===== src/rtl/led_int_ctrl.sv =====
// Auto-clear handshake for the LED counter interrupt, with count snapshot, event/overrun/error status and a masked irq.
// Clear pulse starts one cycle after the capture and irq_o follows one cycle later; reads return data one cycle after reg_rd_i.
module led_int_ctrl #(
   parameter int unsigned CLR_CYCLES = 2,
   parameter int unsigned TIMEOUT    = 1024
) (
   input  logic        clk100,
   input  logic        rst,
   input  logic        led_int_i,
   input  logic [31:0] int_cnt_i,
   output logic        int_clr_o,
   output logic        irq_o,
   input  logic        reg_wr_i,
   input  logic        reg_rd_i,
   input  logic [2:0]  reg_addr_i,
   input  logic [31:0] reg_wdata_i,
   output logic [31:0] reg_rdata_o,
   output logic        reg_rvalid_o
);

   typedef enum logic [1:0] {IDLE, CLR, WAIT} state_t;

   localparam logic [3:0]  CLR_LAST = 4'(CLR_CYCLES - 1);
   localparam logic [15:0] TO_LAST  = 16'(TIMEOUT - 1);

   state_t      state;
   logic [3:0]  clr_cnt;
   logic [15:0] to_cnt;

   logic        en;
   logic        err_irq_en;
   logic        pending;
   logic        err;
   logic [31:0] snap;
   logic [31:0] evt_cnt;
   logic [15:0] ovr_cnt;

   logic        capture;
   logic        timeout_hit;
   logic        wr_ctrl;
   logic        wr_status;
   logic        wr_ovr;
   logic        w1c_pend;
   logic        w1c_err;
   logic [31:0] rd_mux;
   logic        unused_wdata;

   assign capture     = (state == IDLE) && led_int_i;
   assign timeout_hit = (state == WAIT) && led_int_i && (to_cnt == TO_LAST);
   assign wr_ctrl     = reg_wr_i && (reg_addr_i == 3'd0);
   assign wr_status   = reg_wr_i && (reg_addr_i == 3'd1);
   assign wr_ovr      = reg_wr_i && (reg_addr_i == 3'd4);
   assign w1c_pend    = wr_status && reg_wdata_i[0];
   assign w1c_err     = wr_status && reg_wdata_i[1];
   assign unused_wdata = ^reg_wdata_i[31:2];

   always_ff @(posedge clk100) begin
      if (rst) begin
         state     <= IDLE;
         int_clr_o <= 1'b0;
         clr_cnt   <= 4'd0;
         to_cnt    <= 16'd0;
      end else begin
         case (state)
            IDLE: begin
               if (led_int_i) begin
                  state     <= CLR;
                  int_clr_o <= 1'b1;
                  clr_cnt   <= 4'd0;
               end
            end
            CLR: begin
               if (clr_cnt == CLR_LAST) begin
                  state     <= WAIT;
                  int_clr_o <= 1'b0;
                  to_cnt    <= 16'd0;
               end else begin
                  clr_cnt <= clr_cnt + 4'd1;
               end
            end
            WAIT: begin
               // A dropped level takes priority over a timeout in the same cycle
               if (!led_int_i || (to_cnt == TO_LAST)) state <= IDLE;
               else                                    to_cnt <= to_cnt + 16'd1;
            end
            default: begin
               state     <= IDLE;
               int_clr_o <= 1'b0;
            end
         endcase
      end
   end

   always_comb begin
      rd_mux = 32'd0;
      case (reg_addr_i)
         3'd0:    rd_mux = {30'd0, err_irq_en, en};
         3'd1:    rd_mux = {30'd0, err, pending};
         3'd2:    rd_mux = snap;
         3'd3:    rd_mux = evt_cnt;
         3'd4:    rd_mux = {16'd0, ovr_cnt};
         default: rd_mux = 32'd0;
      endcase
   end

   always_ff @(posedge clk100) begin
      if (rst) begin
         en           <= 1'b0;
         err_irq_en   <= 1'b0;
         pending      <= 1'b0;
         err          <= 1'b0;
         snap         <= 32'd0;
         evt_cnt      <= 32'd0;
         ovr_cnt      <= 16'd0;
         irq_o        <= 1'b0;
         reg_rvalid_o <= 1'b0;
         reg_rdata_o  <= 32'd0;
      end else begin
         if (wr_ctrl) begin
            en         <= reg_wdata_i[0];
            err_irq_en <= reg_wdata_i[1];
         end

         // A new capture outranks a same-cycle W1C of pending
         if (capture)       pending <= 1'b1;
         else if (w1c_pend) pending <= 1'b0;

         if (timeout_hit)  err <= 1'b1;
         else if (w1c_err) err <= 1'b0;

         if (capture) begin
            snap    <= int_cnt_i;
            evt_cnt <= evt_cnt + 32'd1;
         end

         if (wr_ovr)
            ovr_cnt <= 16'd0;
         else if (capture && pending && !w1c_pend && (ovr_cnt != 16'hFFFF))
            ovr_cnt <= ovr_cnt + 16'd1;

         irq_o        <= en & (pending | (err & err_irq_en));
         reg_rvalid_o <= reg_rd_i;
         reg_rdata_o  <= reg_rd_i ? rd_mux : 32'd0;
      end
   end

endmodule

===== config.mk =====
export PLATFORM = sky130hd
export DESIGN_NAME = led_int_ctrl
export DESIGN_NICKNAME = d
export VERILOG_FILES = /design/src/rtl/led_int_ctrl.sv
export SDC_FILE = /design/constraint.sdc
export NUM_CORES = 1
export LEC_CHECK = 0
export BUFFER_PORTS_ARGS = -buffer_cell sky130_fd_sc_hd__buf_4
export CAP_MARGIN = 20
export CORE_ASPECT_RATIO = 1.5
export CORE_MARGIN = 5
export CORE_UTILIZATION = 42
export CTS_BUF_LIST = sky130_fd_sc_hd__clkbuf_8 sky130_fd_sc_hd__clkbuf_16
export CTS_CLUSTER_SIZE = 28
export DETAILED_ROUTE_END_ITERATION = 10
export HOLD_SLACK_MARGIN = 0.15
export PLACE_DENSITY = 0.7
export SLEW_MARGIN = 10
export SYNTH_ARGS = -nofsm -noshare
export SYNTH_HDL_FRONTEND = slang
export SYNTH_SLANG_ARGS = --single-unit

===== constraint.sdc =====
create_clock -name clk100 -period 2.5 [get_ports clk100]
set_input_delay 0.375 -clock clk100 [delete_from_list [all_inputs] [get_ports clk100]]
set_output_delay 0.375 -clock clk100 [all_outputs]
set_load 0.01 [all_outputs]

# [Word-level counts from Yosys, hierarchy flattened]
# Index checks and enable logic that the tools add are counted.
# W data, S select, Z words.
[op_classes] bitwise_logic=5 n_reduce_logical=26 eq_ne=14 muxes=18 n_addsub=4
[op_table] op="$pmux W32 S5" n=1
[op_table] op="$add A16 B1 Y16 const B" n=2
[op_table] op="$add A32 B1 Y32 const B" n=1
[op_table] op="$mux W16" n=2
[op_table] op="$pmux W16 S2" n=1
[op_table] op="$eq A16 B10 Y1 const B" n=1
[op_table] op="$ne A16 B16 Y1 const B" n=1
[op_table] op="$reduce_and A3 Y1" n=4
[op_table] op="$logic_and A1 B1 Y1" n=11
[op_table] op="$mux W4" n=2
[op_table] op="$ne A2 B2 Y1 const B" n=4
[op_table] op="$pmux W4 S2" n=1
[op_table] op="$reduce_bool A2 Y1" n=4
[op_table] op="$eq A3 B2 Y1 const B" n=2
[op_table] op="$mux W1" n=6
[op_table] op="$mux W2" n=3
[op_table] op="$pmux W2 S3" n=1
[op_table] op="$add A4 B1 Y4 const B" n=1
[op_table] op="$eq A4 B1 Y1 const B" n=1
[op_table] op="$reduce_or A2 Y1" n=2
[op_table] op="$eq A3 B1 Y1 const B" n=1
[op_table] op="$eq A3 B3 Y1 const B" n=1
[op_table] op="$logic_not A3 Y1" n=1
[op_table] op="$pmux W1 S3" n=1
[op_table] op="9 further kinds" n=12
[word_totals] inputBits=72 ff_bits=141 wordCells=81 out_inout_bits=35

# [Longest topological paths before layout]
[logic_depth] ltp_word=6 depth_mapped=7 ltp_nobuf=7

# [Least setup slack after synthesis]
# No wires, ideal clock.
[synth_timing] kind="in2reg" from="input led_int_i" to="register evt_cnt[30]" t_required_ns=2.372 cell_stages=6 setup_slack_ns=0.549 arrival_ns=1.823 n_path_buf=1 setup_ns=0.128 cell_sequence="or3b_1 -> buf_6 -> or4_4 -> nor3_2 -> xnor2_1 -> nor2_1"
[synth_between] elab_chain_cells=1
[synth_lines] element="start, declared" line="9" text="input logic led_int_i,"
[synth_lines] element="$logic_and A1 B1 Y1" line="48" text="assign capture = (state == IDLE) && led_int_i;"
[synth_lines] element="end signal, assigned" line="133" text="evt_cnt <= evt_cnt + 32'd1;"
[synth_lines] element="end, declared" line="35" text="logic [31:0] evt_cnt;"
# No other way between the ends.
# A chain may end at the register's enable or synchronous reset.

# [Worst setup path in the final report]
[layout_timing] from="register state[1]" to="register evt_cnt[25]"
[layout_between] elab_chain_cells=2
[layout_lines] element="start, declared" line="26" text="state_t state;"
[layout_lines] element="start signal, assigned" line="59" text="state <= IDLE;"
[layout_lines] element="start signal, assigned" line="67" text="state <= CLR;"
[layout_lines] element="start signal, assigned" line="74" text="state <= WAIT;"
[layout_lines] element="$logic_not A2 Y1" line="48"
[layout_lines] element="$logic_and A1 B1 Y1" line="48"
# No other way between the ends.

==> flow_summary.ini <==
[run_status]
outcome = complete, no violations

[clock_network]
cts_root_buffer = clkbuf_16
cts_setup_buffers = 0
clock_path_buffers = 2
clock_sinks = 141
clk_latency_ns = 0.41
clkTransAtPathRegs_ns = 0.06
cts_tree = done
numCtsBuffers = 17
cts_htree_levels = 4
cts_resized = 0
cts_hold_buf = 0

[synthesis]
synthesis.area_mm2 = 0.00611
syn-num-nets = 802
ys.flop_type = dfxtp_1
postSynthAreaPerCell_um2 = 8.43
async_reset_ff_frac = 0
ys_ff_latch = 141
synth_area_leaders = dfxtp_1, nor2_1, nand2_1
synth-edff-count = 0
synth_area_leader_cell = dfxtp_1
synth_cell_types = 53
syn_inst = 725
ys_warn_count = 0
seq_area_frac_synth = 0.462
synth_top_area_frac = 0.462

[global_routing]
grt_max_degree = 69
grt_pass1_vias = 5087
gr-usage-all-layers = 0.169
antenna_found_initial = 0
grt_pass1_wl_mm = 23.4
grt.overflow.total = 0

[power_and_ir_drop]
switchingPower_mw = 1.17
pwr-share-comb = 0.066
peakVddDrop_mv = 0.348
p_leak_nw = 2.75
pwr-share-seq = 0.477
power.density_mw_per_mm2 = 657
power.internal_mw = 3.72
p_sw_frac = 0.239
power.total_mw = 4.89
power_frac_clock = 0.457

[die]
ioPinCount = 107
die_area_mm2 = 0.0171
die-height_um = 158
die_x_um = 108
rows = 54
core_mm2 = 0.0144
initial_utilization = 0.425

[critical_path]
r2r_setup_slack_ns = 0.28
required_ns = 2.84
end_kind = flip-flop
crit_type = reg -> reg
crit_fanout = 8
arrival_ns = 2.55
startpoint_type = flip-flop

[placement]
place_congestion = 0.861
dp_hpwl_mm = 9.67
portBuffers = 76

[timing]
fin_crit_sh = 0.887
relSlewSlack = 0.515
fin_crit_ns = 2.22
rsz0062_at_grt = no
worstMarginPinSlew_ns = 0.728
finalHoldViolCount = 0
max_freq_ghz = 0.451
setup_viol = 0
finalClockSkew_ns = 0.00864
finalSetupTns_ns = 0
slew_violations = 0

[finish]
regArea_mm2 = 0.00282
multi_input_area_mm2 = 0.00311
layout.nets = 882
final_common_cell = dfxtp_1
fillerInstances = 1419
diodes = 0
area_growth_pct = 21.9
drive_gt1_frac = 0.172
mostFrequentLayoutCells = dfxtp_1, nor2_1, nand2_1, buf_4, a21oi_1

[detailed_routing]
drt_iter0_markers = 266
vias = 5180
drc = 0
via_per_inst = 5.12
wirelength_mm = 13.6
first_pass_iters = 4
drtAntennaViolNets = 0
wl_per_cell_um = 13.5

[hold_path]
hp-class = in -> reg

[flow_run]
max_cap_violations = 0
synthesized netlist by cell type (2+ instances only):
cell type / n
nor3_1: 13
nand3_1: 30
nor4_1: 10
and2_1: 7
inv_1: 14
buf_1: 4
o311ai_1: 2
ha_1: 5
a22o_1: 2
xor2_1: 12
nor2_1: 112
o21ai_0: 6
o21ai_1: 10
mux2_2: 2
nor4_2: 4
a21oi_1: 66
a31oi_1: 2
or3_1: 5
nand2_1: 110
and4_1: 13
o22a_1: 3
clkbuf_1: 24
nor3b_1: 6
dfxtp_1: 141
nand4_1: 17
xnor2_1: 31
and3_1: 4
buf_6: 2
nor2b_1: 5
a22oi_1: 4
or4_1: 2
nor3_2: 7
mux2i_1: 30
layout make-up:
class / instances / share of cell area
clock buffers: 18 / 0.0590
clock inverters: 12 / 0.0121
inverters: 14 / 0.00706
multi-input cells: 539 / 0.417
flip-flops and latches: 141 / 0.379
well taps: 196 / 0.0329
repair buffers: 92 / 0.0927
power groups by stage:
| stage | combinational [mW] | sequential, mW | clock (mW) |
|---|---|---|---|
| final | 0.322 | 2.33 | 2.24 |
| after global routing | 0.365 | 2.34 | 2.40 |
| after CTS | 0.328 | 2.33 | 2.30 |
| after detailed placement | 0.327 | 2.38 | 0 |
| after global placement | 0.325 | 2.38 | 0 |
| after floorplan | 0.201 | 2.38 | 0 |
stage by stage:
| step | hold slack (ns) | cells | utilization | area, µm² | setup WS, ns |
|---|---|---|---|---|---|
| floorplan | 0.434 | 725 | - | 6110 | 0.549 |
| global placement | 0.441 | 982 | 0.481 | 6920 | 0.190 |
| detailed placement | 0.446 | 982 | 0.481 | 6920 | 0.174 |
| CTS | 0.184 | 1012 | 0.517 | 7450 | 0.257 |
| global route | 0.188 | 1012 | 0.517 | 7450 | 0.167 |
| finish | 0.206 | 1012 | 0.517 | 7450 | 0.283 |
state kept, by name, summed over array words and instances (netlist names):
| name | count |
|---|---|
| state | 2 |
| err_irq_en | 1 |
| int_clr_o | 1 |
| clr_cnt | 4 |
| evt_cnt | 32 |
| reg_rdata_o | 32 |
| to_cnt | 16 |
| irq_o | 1 |
| snap | 32 |
| err | 1 |
| pending | 1 |
| ovr_cnt | 16 |
| en | 1 |
| reg_rvalid_o | 1 |
final timing paths:
check / from / end / depth (start not counted)
hold reg to reg: snap[27] / snap[27] / 2
hold / removal: int_cnt_i[20] / snap[20] / 3
setup reg to reg: state[1] / evt_cnt[25] / 4
setup / recovery: state[1] / evt_cnt[25] / 4
routing by layer:
layer  up-vias  GRT usage  part of all wire
met1      2399      0.187              0.42
met2        91      0.309              0.53
met4         0     0.0590             0.021
li1       2669          -                 -
met5         -          0                 0
met3        21     0.0416             0.031
logic make-up after synthesis:
logic type                 count (synthesis)  share of synthesized area
buffers and inverters                     45                     0.0303
muxes                                     33                     0.0547
DFF                                      141                      0.462
AOI/OAI and AO/OA                        105                     0.0985
adders and majority gates                  5                     0.0102
and+or+nand+nor                          353                      0.283
xor gates and xnor gates                  43                     0.0616
worst max-delay path, stage by stage (launching register included):
cell and delay (ns):
dfxtp_1 0.35, or3b_1 0.50, or4b_1 0.76, or3_1 0.37, a21oi_1 0.16
Power figures use the tool's default switching activity.
